<file path="src/rtl/pipe_hazard_ctrl_pkg.sv">
// ============================================================================
// Module   : pipe_hazard_ctrl_pkg
// Brief    : Shared widths and FSM state encoding for the pipeline hazard unit.
// Revision : 1.0
// ============================================================================
`default_nettype none

package pipe_hazard_ctrl_pkg;

  localparam int LOAD_WIDTH = 3;

  typedef enum logic [1:0] {
    HZ_RUN      = 2'd0,
    HZ_MD_WAIT  = 2'd1,
    HZ_MEM_WAIT = 2'd2
  } hz_state_e;

endpackage

`default_nettype wire

</file>
<file path="src/rtl/pipe_hazard_ctrl_sat_counter.sv">
// ============================================================================
// Module   : pipe_hazard_ctrl_sat_counter
// Brief    : Up-counter that sticks at its all-ones value.
// Revision : 1.0
// ============================================================================
`default_nettype none

module pipe_hazard_ctrl_sat_counter #(
  parameter int CNT_W = 32
) (
  input  logic             clk_i,
  input  logic             rst_n,
  input  logic             inc_i,
  output logic [CNT_W-1:0] cnt_o
);

  logic [CNT_W-1:0] cnt_q;
  logic [CNT_W-1:0] cnt_d;

  always_comb begin
    cnt_d = cnt_q;
    if (inc_i && (cnt_q != {CNT_W{1'b1}})) begin
      cnt_d = cnt_q + CNT_W'(1);
    end
  end

  always_ff @(posedge clk_i) begin
    if (!rst_n) begin
      cnt_q <= '0;
    end else begin
      cnt_q <= cnt_d;
    end
  end

  assign cnt_o = cnt_q;

endmodule

`default_nettype wire

</file>
<file path="src/rtl/pipe_hazard_ctrl.sv">
// ============================================================================
// Module   : pipe_hazard_ctrl
// Brief    : Pipeline stall/bubble control: load-use, mispredict flush, mul/div
//            and memory wait sequencing with watchdog and perf counters.
// Revision : 1.0
// ============================================================================
`default_nettype none

module pipe_hazard_ctrl
  import pipe_hazard_ctrl_pkg::*;
#(
  parameter int CNT_W      = 32,
  parameter int MD_TIMEOUT = 64
) (
  input  logic                  clk_i,
  input  logic                  rst_n,
  input  logic [4:0]            D_rs1_i,
  input  logic [4:0]            D_rs2_i,
  input  logic                  D_use_rs1_i,
  input  logic                  D_use_rs2_i,
  input  logic [LOAD_WIDTH-1:0] DD_load_op_i,
  input  logic                  DD_need_dstE_i,
  input  logic [4:0]            DD_dstE_i,
  input  logic                  E_mispredict_i,
  input  logic                  E_md_start_i,
  input  logic                  E_md_done_i,
  input  logic                  M_mem_req_i,
  input  logic                  M_mem_ack_i,
  output logic                  F_stall_o,
  output logic                  F_bubble_o,
  output logic                  D_stall_o,
  output logic                  D_bubble_o,
  output logic                  E_stall_o,
  output logic                  M_bubble_o,
  output logic                  M_stall_o,
  output logic                  W_bubble_o,
  output logic [1:0]            state_o,
  output logic                  md_timeout_o,
  output logic [CNT_W-1:0]      stall_cnt_o,
  output logic [CNT_W-1:0]      flush_cnt_o
);

  localparam int WD_W = $clog2(MD_TIMEOUT + 1);

  hz_state_e       state_q;
  logic            pend_flush_q;
  logic [WD_W-1:0] wd_q;
  logic            md_timeout_q;

  logic mem_wait;
  logic md_wait;
  logic flush;
  logic load_use;
  logic flush_inc;

  assign mem_wait = M_mem_req_i & ~M_mem_ack_i;
  assign md_wait  = E_md_start_i & ~E_md_done_i;
  assign flush    = E_mispredict_i | pend_flush_q;
  assign load_use = (DD_load_op_i != '0) && DD_need_dstE_i && (DD_dstE_i != 5'd0) &&
                    ((D_use_rs1_i && (D_rs1_i == DD_dstE_i)) ||
                     (D_use_rs2_i && (D_rs2_i == DD_dstE_i)));

  always_comb begin
    F_stall_o  = 1'b0;
    F_bubble_o = 1'b0;
    D_stall_o  = 1'b0;
    D_bubble_o = 1'b0;
    E_stall_o  = 1'b0;
    M_bubble_o = 1'b0;
    M_stall_o  = 1'b0;
    W_bubble_o = 1'b0;
    flush_inc  = 1'b0;
    if (rst_n) begin
      unique case (state_q)
        HZ_RUN: begin
          if (mem_wait) begin
            {F_stall_o, D_stall_o, E_stall_o, M_stall_o, W_bubble_o} = '1;
          end else if (flush) begin
            F_bubble_o = 1'b1;
            D_bubble_o = 1'b1;
            flush_inc  = 1'b1;
          end else if (md_wait) begin
            {F_stall_o, D_stall_o, E_stall_o, M_stall_o, M_bubble_o} = '1;
          end else if (load_use) begin
            {F_stall_o, D_stall_o, D_bubble_o} = '1;
          end
        end
        HZ_MD_WAIT: begin
          if (!E_md_done_i) begin
            {F_stall_o, D_stall_o, E_stall_o, M_stall_o, M_bubble_o} = '1;
          end
        end
        HZ_MEM_WAIT: begin
          if (!M_mem_ack_i) begin
            {F_stall_o, D_stall_o, E_stall_o, M_stall_o, W_bubble_o} = '1;
          end
        end
        default: ;
      endcase
    end
  end

  always_ff @(posedge clk_i) begin
    if (!rst_n) begin
      state_q      <= HZ_RUN;
      pend_flush_q <= 1'b0;
      wd_q         <= '0;
      md_timeout_q <= 1'b0;
    end else begin
      unique case (state_q)
        HZ_RUN: begin
          // A mispredict hidden behind a memory stall is replayed once the wait ends.
          if (mem_wait) begin
            state_q <= HZ_MEM_WAIT;
            if (E_mispredict_i) pend_flush_q <= 1'b1;
          end else if (flush) begin
            pend_flush_q <= 1'b0;
          end else if (md_wait) begin
            state_q <= HZ_MD_WAIT;
            wd_q    <= WD_W'(1);
          end
        end
        HZ_MD_WAIT: begin
          if (E_mispredict_i) pend_flush_q <= 1'b1;
          if (E_md_done_i) begin
            state_q <= HZ_RUN;
          end else begin
            wd_q <= wd_q + WD_W'(1);
            if (wd_q == WD_W'(MD_TIMEOUT - 1)) begin
              md_timeout_q <= 1'b1;
              state_q      <= HZ_RUN;
            end
          end
        end
        HZ_MEM_WAIT: begin
          if (E_mispredict_i) pend_flush_q <= 1'b1;
          if (M_mem_ack_i) state_q <= HZ_RUN;
        end
        default: state_q <= HZ_RUN;
      endcase
    end
  end

  assign state_o      = state_q;
  assign md_timeout_o = md_timeout_q;

  pipe_hazard_ctrl_sat_counter #(.CNT_W(CNT_W)) u_stall_cnt (
    .clk_i (clk_i),
    .rst_n (rst_n),
    .inc_i (F_stall_o),
    .cnt_o (stall_cnt_o)
  );

  pipe_hazard_ctrl_sat_counter #(.CNT_W(CNT_W)) u_flush_cnt (
    .clk_i (clk_i),
    .rst_n (rst_n),
    .inc_i (flush_inc),
    .cnt_o (flush_cnt_o)
  );

endmodule

`default_nettype wire

</file>
<file path="config.mk">
export PLATFORM = sky130hd
export DESIGN_NAME = pipe_hazard_ctrl
export DESIGN_NICKNAME = d
export VERILOG_FILES = /design/src/rtl/pipe_hazard_ctrl_pkg.sv /design/src/rtl/pipe_hazard_ctrl_sat_counter.sv /design/src/rtl/pipe_hazard_ctrl.sv
export SDC_FILE = /design/constraint.sdc
export NUM_CORES = 1
export LEC_CHECK = 0
export ABC_AREA = 1
export ABC_CLOCK_PERIOD_IN_PS = 2300
export BUFFER_PORTS_ARGS = -buffer_cell sky130_fd_sc_hd__clkbuf_2
export CAP_MARGIN = 20
export CORE_UTILIZATION = 55
export DETAILED_ROUTE_END_ITERATION = 16
export GPL_ROUTABILITY_DRIVEN = 0
export GPL_TIMING_DRIVEN = 0
export PLACE_DENSITY = 0.81
export SYNTH_ARGS = -nofsm -noshare
export SYNTH_HDL_FRONTEND = slang
export SYNTH_SLANG_ARGS = --single-unit
export TNS_END_PERCENT = 1
</file>
<file path="constraint.sdc">
create_clock -name clk_i -period 2.3 [get_ports clk_i]
set_clock_uncertainty 0.05 [all_clocks]
set_input_delay 0.115 -clock clk_i [delete_from_list [all_inputs] [get_ports clk_i]]
set_output_delay 0.115 -clock clk_i [all_outputs]
set_load 0.005 [all_outputs]
</file>
---- After elaboration in Yosys (flattened, before gate mapping) ----
Cells that the tools add are included.
cells by class
  add/subtract/negate cells ............... 3
  equal/unequal tests ..................... 16
  multiplexer cells ....................... 44
  bitwise logic cells ..................... 5
  reduce and logical (&&, ||, !) cells .... 18
operators by type and width
  cell                                            number
  adder 32 x 1 -> 32 bit (second input constant)  2
  != test 32 bit (second input constant)          2
  two-way mux 7 bit                               4
  two-way mux 1 bit                               27
  one-hot mux 7 bit (2 select lines)              1
  two-way mux 2 bit                               6
  != test 3 bit (second input constant)           4
  == test 5 bit                                   2
  != test 2 bit (second input constant)           5
  adder 7 x 1 -> 7 bit (second input constant)    1
  == test 7 x 6 -> 1 bit (second input constant)  1
  logical AND 1 bit                               7
  one-hot mux 1 bit (2 select lines)              3
  one-hot mux 1 bit (3 select lines)              2
  one-hot mux 2 bit (3 select lines)              1
  AND reduction 5 bit                             1
  nonzero test 5 bit                              1
  AND reduction 4 bit                             1
  nonzero test 2 bit                              2
  AND reduction 3 bit                             1
  nonzero test 3 bit                              1
  AND 1 bit                                       2
  == test 2 x 1 -> 1 bit (second input constant)  1
  == test 2 bit (second input constant)           1
  other kinds (6)                                 7
storage, ports and cells
  bits in registers ....................... 75
  logic and storage cells ................. 92

---- Logic depth before layout (Yosys ltp) ----
Gate-level depths: netlist (run 1).
  word-level depth ........................ 11
  depth in mapped cells ................... 13
  gate-level depth less buffers ........... 13

---- Hierarchy ----
From an unflattened synthesis (run 1), not the netlist that was laid out.
second synthesis, totals
  cells, all modules ...................... 815
  area, all modules ....................... 4889.7 um^2
by module, submodules not included
  module                                      times used  cells an instance  area an instance (um^2)  sequential area each (um^2)
  pipe_hazard_ctrl_sat_counter (u_stall_cnt)  1           312                1948.1                   640.6
  pipe_hazard_ctrl_sat_counter (u_flush_cnt)  1           324                1911.8                   640.6
  pipe_hazard_ctrl                            1           179                1029.7                   220.2

---- Least setup slack after synthesis (run 1) ----
No wires, ideal clock.
  path kind ............................... register to register
  start ................................... register u_stall_cnt.cnt_q[0] (netlist: u_stall_cnt.cnt_o[0])
  end ..................................... register u_stall_cnt.cnt_q[11] (netlist: u_stall_cnt.cnt_o[11])
  setup time .............................. 0.132 ns
  arrival time ............................ 1.731 ns
  setup slack ............................. 0.387 ns
  cell stages (with the launch flop) ...... 12
  buffers on the path ..................... 1
  path through ............................ dfxtp_1 > ha_1 > nand3_2 > inv_2 > nand2_2 > nor2_4 > inv_2 > nor2_4 > nand4_4 > clkbuf_1 > nand3_1 > a21oi_1
between the ends
  word-level cells in the longest chain between the ends .. 2
  elaborated cells on any way between the ends .. 3
RTL lines
  element                                                         line                                source
  start, declared                                                 pipe_hazard_ctrl_sat_counter.sv:17  logic [CNT_W-1:0] cnt_q;
  start signal, assigned                                          pipe_hazard_ctrl_sat_counter.sv:31  cnt_q <= cnt_d;
  branches (longest 2 deep; another with adder 32 x 1 -> 32 bit)  --
Parallel ways; which one is timed is not known.
A chain may end at the register's enable or synchronous reset.

---- Final worst setup path (run 1) ----
  start ................................... register state_q[0] (netlist: state_o[0])
  end ..................................... output F_stall_o
between the ends
  word-level cells in the longest chain between the ends .. 3
  elaborated cells on any way between the ends .. 5
RTL lines
  element                                line                     source
  start, declared                        pipe_hazard_ctrl.sv:45   hz_state_e state_q;
  start signal, assigned                 pipe_hazard_ctrl.sv:105  state_q <= HZ_RUN;
  start signal, assigned                 pipe_hazard_ctrl.sv:114  state_q <= HZ_MEM_WAIT;
  start signal, assigned                 pipe_hazard_ctrl.sv:119  state_q <= HZ_MD_WAIT;
  == test 2 bit (tied with other cells)  pipe_hazard_ctrl.sv:74   unique case (state_q)
  one-hot mux 1 bit (3 select lines) *   pipe_hazard_ctrl.sv:74
  two-way mux 1 bit *                    pipe_hazard_ctrl.sv:73   if (rst_n) begin
  end, declared                          pipe_hazard_ctrl.sv:29   output logic F_stall_o,
Every way passes the cells marked *; elsewhere a longest branch is shown, timed or not.

==> results of run 1 <==
metrics by stage:
step | hold WS [ns] | setup WS [ns] | power (mW) | TNS (ns) | std cells
CTS | 0.05023 | 0.01649 | 2.871 | 0 | 1015
floorplan | 0.2117 | 0.3870 | 1.593 | 0 | 792
global route | 0.05634 | -0.04250 | 3.008 | -0.08778 | 1019
detailed placement | 0.4084 | -0.01131 | 1.721 | -0.03132 | 999
finish | 0.06342 | 0.09677 | 2.905 | 0 | 1019
global placement | 0.4038 | 0.04176 | 1.708 | 0 | 999
report_power, final:
part           internal [mW]  switching [mW]
Clock                  0.640           0.528
Combinational          0.146           0.254
Sequential              1.32          0.0213
Total                   2.10           0.803
area by class of cell:
cell class / instances / area [sq um]
multi-input combinational: 618 / 2985
fill: 764 / 2569
sequential: 75 / 1508
timing repair buffer: 106 / 540.5
inverter: 75 / 281.5
buffer: 24 / 140.1
clock buffer: 10 / 137.6
tap: 105 / 131.4
clock inverter: 6 / 88.84
flip-flops by register name (all words and copies together) (netlist names):
signal / count
wd_q: 7
u_flush_cnt.cnt_o: 32
md_timeout_o: 1
u_stall_cnt.cnt_o: 32
state_o: 2
pend_flush_q: 1
cells by family after synthesis:
| group | synth area share [%] |
|---|---|
| AO/OA/AOI/OAI | 9.084 |
| XOR/XNOR | 6.684 |
| adder cells (fa/ha/maj) | 1.806 |
| buffers and inverters | 8.439 |
| flip-flops | 30.97 |
| AND/OR/NAND/NOR | 43.02 |
Yosys cell counts:
cell      number
inv_1         69
o21a_1         1
o21ai_0       10
nor2_4         2
nand4_1        8
a211oi_1       1
xor2_1        29
nand2_1      276
nand2_4        1
nor3_1        34
nor3b_1        2
nor2_1        90
xnor2_1        8
nor2_2         1
nor4_1         2
and3_1         2
buf_6          3
inv_2          6
clkbuf_1      11
dfxtp_1       75
nand3b_1      10
nor3_2         1
buf_4          2
nand2b_1       1
nand2_2        3
nand3_2        1
nand3_1       54
o21bai_1       3
buf_1          2
nand4_4        1
a21oi_1       69
ha_1           7
buf_2          6
o31ai_1        1
how the worst min path moves through the flow:
| stage | start | end |
|---|---|---|
| 2_1_floorplan | rst_n | pend_flush_q |
| 3_3_place_gp | md_timeout_o | md_timeout_o |
| 3_5_place_dp | md_timeout_o | md_timeout_o |
| 4_1_cts | rst_n | u_flush_cnt.cnt_o[5] |
| 5_1_grt | rst_n | u_flush_cnt.cnt_o[5] |
| 6_report | rst_n | u_flush_cnt.cnt_o[5] |
layer usage:
| metal | track usage, % | vias up | routed length (um) |
|---|---|---|---|
| met5 | 0 | - | 0 |
| met4 | 9.328 | 0 | 328 |
| met3 | 6.556 | 40 | 1198 |
| met2 | 48.57 | 283 | 6087 |
| met1 | 41.11 | 2516 | 6131 |
| li1 | - | 2762 | - |
what timing repair did:
| item | in CTS | in global routing |
|---|---|---|
| setup endpoints to repair | 12 | 64 |
| buffers inserted | 0 | 4 |
| endpoints found under the hold margin | 0 | 0 |
| pin swaps | 0 | 2 |
| resized for setup | 6 | 23 |
==> flow_summary.toml, run 1 <==
[critical_path]
path_cells = "inv_1 -> ha_1 -> nand2_1 -> nand2_1 -> nor2_1 -> o21ai_0 -> nand3_1 -> nand2_4 -> buf_6 -> buf_4 -> clkbuf_2"
r2r-end = "u_flush_cnt.cnt_o[28]"
reg2regPathDepth = 9
worstSetupStartpoint = "state_o[0]"
cp.required_ns = 2.13
cp_common_cell = "nand2_1"
crit_type = "register to output port"
r2r_start = "u_flush_cnt.cnt_o[0]"
ff2ff_setup_slack_ns = 0.12
cp.arrival_ns = 2.04
path_buf_inv = 4
endpoint = "F_stall_o"
cp_top_family = "simple AND/OR/NAND/NOR gates"
cp_slowest_stage_delay_ns = 0.38
worstSetupEndpointType = "output port"
crit_fanout = 11
crit_cells = 11
cp_slowest_cell = "dfxtp_4"
critPathLaunchType = "register"

[run_status]
status = "finished clean"

[detailed_routing]
num_vias = 5601
drt_iter0_markers = 489
wl_per_cell_um = 13.49
drcViolationCount = 0
finalWirelength_mm = 13.75
firstDrtPassIters = 7
vias_per_cell = 5.497
ant_nets = 0

[timing]
finalCritPeriodShare_pct = 95.79
hold_viol = 0
slew_viol_final = 0
min_period_ns = 2.203
worst_pin_slew_ns = 0.7615
max_slew_margin_pct = 48.84
fmax_ghz = 0.4539
finalSetupViolCount = 0

[clock_tree]
cts_tree = "built"
clockBufferDepth = 2
cts_buffers = 9
hold_buffers = 0
cts_root_buf = "clkbuf_8"
clk_latency_ns = 0.35
htree_levels = 3
path_clk_slew_ns = 0.09
clock-sinks = 75

[hold_path]
hold_depth = 2
min_path_type = "primary input to register"

[layout]
fin_util_pct = 69.35
layout_commonest_cell = "nand2_1"
mostFrequentLayoutCells = "274 x nand2_1, 105 x clkbuf_2, 89 x nor2_1, 72 x dfxtp_1, 69 x a21oi_1"
design_area_sq_um = 5813
diodes = 0
nets = 944
areaGrowthSynthToFinish_pct = 19.90
drive_gt1_share_pct = 18.05

[synth]
synth.cell_area_sq_um = 4848
syn_area_per_cell_sq_um = 6.122
syn_nets = 827
synth_top_area_cell = "dfxtp_1"
synth_seq_cells = 75
yosysWarnings = 0
synth_area_leaders = "dfxtp_1 31%, nand2_1 21%, a21oi_1 7.1%"
synth_top_area_share_pct = 30.97
netlist_instances = 792
ys_seq_area_share_pct = 30.97
ys_types = 34

[die]
num_io_pins = 103
die_area_sq_um = 9195
fp.dieH_um = 95.89
fp.dieW_um = 95.89
row_count = 33
core-area_sq_um = 8382
start_util_pct = 57.84

[job]
maxCapViolCount = 0

[global_routing]
antenna_found_initial = 0
grt_pass1_wl_mm = 21.96
overflow = 0
grt_max_degree = 14
grt_pass1_vias = 4905
grt_use_total_pct = 30.46

[power_and_ir_drop]
p_leak_nw = 2.464
power_density_nw_per_um2 = 499.8
vdd_drop_max_mv = 0.3024

[placed_design]
place_area_sq_um = 5490
portBuffers = 102
post-dp-hpwl_mm = 10.23
(Power assumes the default switching activity.)
==> run 2: changes to the inputs <==
- BUFFER_PORTS_ARGS: -buffer_cell sky130_fd_sc_hd__clkbuf_2 -> -buffer_cell sky130_fd_sc_hd__buf_2
- SKIP_CTS_REPAIR_TIMING: unset -> 1
==> flow_summary.toml, run 2 (synthesis gave the netlist of run 1 again) <==
[run_status]
status = "finished clean"

[hold_path]
min_path_type = "primary input to register"
hold_depth = 3
worstHoldStart = "rst_n"

[timing]
slew_viol_final = 0
grt_setup_unrepaired = "true"
max_slew_margin_pct = 54.61
min_period_ns = 2.195
finalCritPeriodShare_pct = 95.45
timing.setup.tns_ns = 0
hold_viol = 0
finalSetupViolCount = 0
fmax_ghz = 0.4555
worst_slack_ns = 0.1047
whs_ns = 0.04509
worst_pin_slew_ns = 0.6756

[layout]
drive_gt1_share_pct = 17.76
areaGrowthSynthToFinish_pct = 19.51
layout_commonest_cell = "nand2_1"
fin_util_pct = 69.13
nets = 942
mostFrequentLayoutCells = "274 x nand2_1, 106 x buf_2, 89 x nor2_1, 72 x dfxtp_1, 69 x a21oi_1"
diodes = 0

[die]
fp.dieW_um = 95.89
row_count = 33
die_area_sq_um = 9195
fp.dieH_um = 95.89
core-area_sq_um = 8382
start_util_pct = 57.84
num_io_pins = 103

[clock_tree]
clk_latency_ns = 0.35
cts_buffers = 9
clockBufferDepth = 2
htree_levels = 3
cts_tree = "built"
cts_root_buf = "clkbuf_8"
path_clk_slew_ns = 0.08
clock-sinks = 75

[critical_path]
crit_fanout = 11
reg2regPathDepth = 11
path_buf_inv = 5
worstSetupStartpoint = "state_o[0]"
critPathLaunchType = "register"
r2r_start = "state_o[0]"
cp.arrival_ns = 2.03
crit_type = "register to output port"
crit_cells = 11
cp_slowest_stage_delay_ns = 0.38
path_cells = "inv_1 -> ha_2 -> inv_2 -> nor2_4 -> nor2_1 -> o21ai_0 -> nand3_1 -> nand2_4 -> buf_6 -> buf_4 -> buf_2"
cp.required_ns = 2.13
cp_slowest_cell = "dfxtp_4"
worstSetupEndpointType = "output port"
cp_top_family = "buffers and inverters"

[detailed_routing]
firstDrtPassIters = 8
num_vias = 5552
vias_per_cell = 5.459
wl_per_cell_um = 13.51
finalWirelength_mm = 13.74
drt_iter0_markers = 452
drcViolationCount = 0
ant_nets = 0

[power_and_ir_drop]
p_total_mw = 2.860
vdd_drop_max_mv = 0.3458
p_leak_nw = 2.522
power_density_nw_per_um2 = 493.6

[placed_design]
post-dp-hpwl_mm = 10.34
portBuffers = 102
pre_cts_ws_ns = -0.02205

[global_routing]
grt_max_degree = 14
antenna_found_initial = 0
grt_pass1_wl_mm = 21.91
overflow = 0
grt_use_total_pct = 30.24
grt_pass1_vias = 4948

[job]
maxCapViolCount = 0
run 2: path summary, 6_finish.rpt:
check                           slack [ns]              endpoint
worst max-delay path                  0.10             F_stall_o
worst min register to register        0.42          md_timeout_o
worst min-delay path                  0.05          pend_flush_q
worst max register to register        0.13  u_stall_cnt.cnt_o[4]
run 2: final cells by class:
| type | instances | area [sq um] |
|---|---|---|
| Fill cell | 750 | 2587 |
| Tap cell | 105 | 131.4 |
| Sequential cell | 75 | 1510 |
| Clock buffer | 9 | 123.9 |
| Buffer | 24 | 143.9 |
| Clock inverter | 7 | 92.59 |
| Multi-Input combinational cell | 618 | 2985 |
| Timing Repair Buffer | 104 | 525.5 |
| Inverter | 75 | 281.5 |
run 2: per-layer routing:
layer	GRT usage (%)	up-vias	part of all wire, %
met4	11.94	0	2.7
met3	5.529	38	7.6
met2	48.33	240	44
li1	-	2756	-
met5	0	-	0
met1	40.24	2518	45
run 2: where the power goes:
| part | internal, mW | switching, mW | leakage (nW) |
|---|---|---|---|
| registers | 1.31 | 0.0219 | 0.607 |
| logic | 0.143 | 0.252 | 1.80 |
| clock network | 0.609 | 0.520 | 0.113 |
| total | 2.07 | 0.793 | 2.52 |
run 2: per-stage QoR:
step / instances / instance area [sq um]
final: 1017 / 5794
after global routing: 1017 / 5794
after CTS: 1015 / 5707
after detailed placement: 999 / 5490
after global placement: 999 / 5490
after floorplan: 792 / 4848
run 2: worst register-to-register path: cells and delay by family (launching register included):
family	cells	cell delay [ns]
AOI/OAI and AO/OA	2	0.27
buffers and inverters	3	0.53
adders and majority gates	1	0.21
DFF	1	0.37
and+or+nand+nor	5	0.64
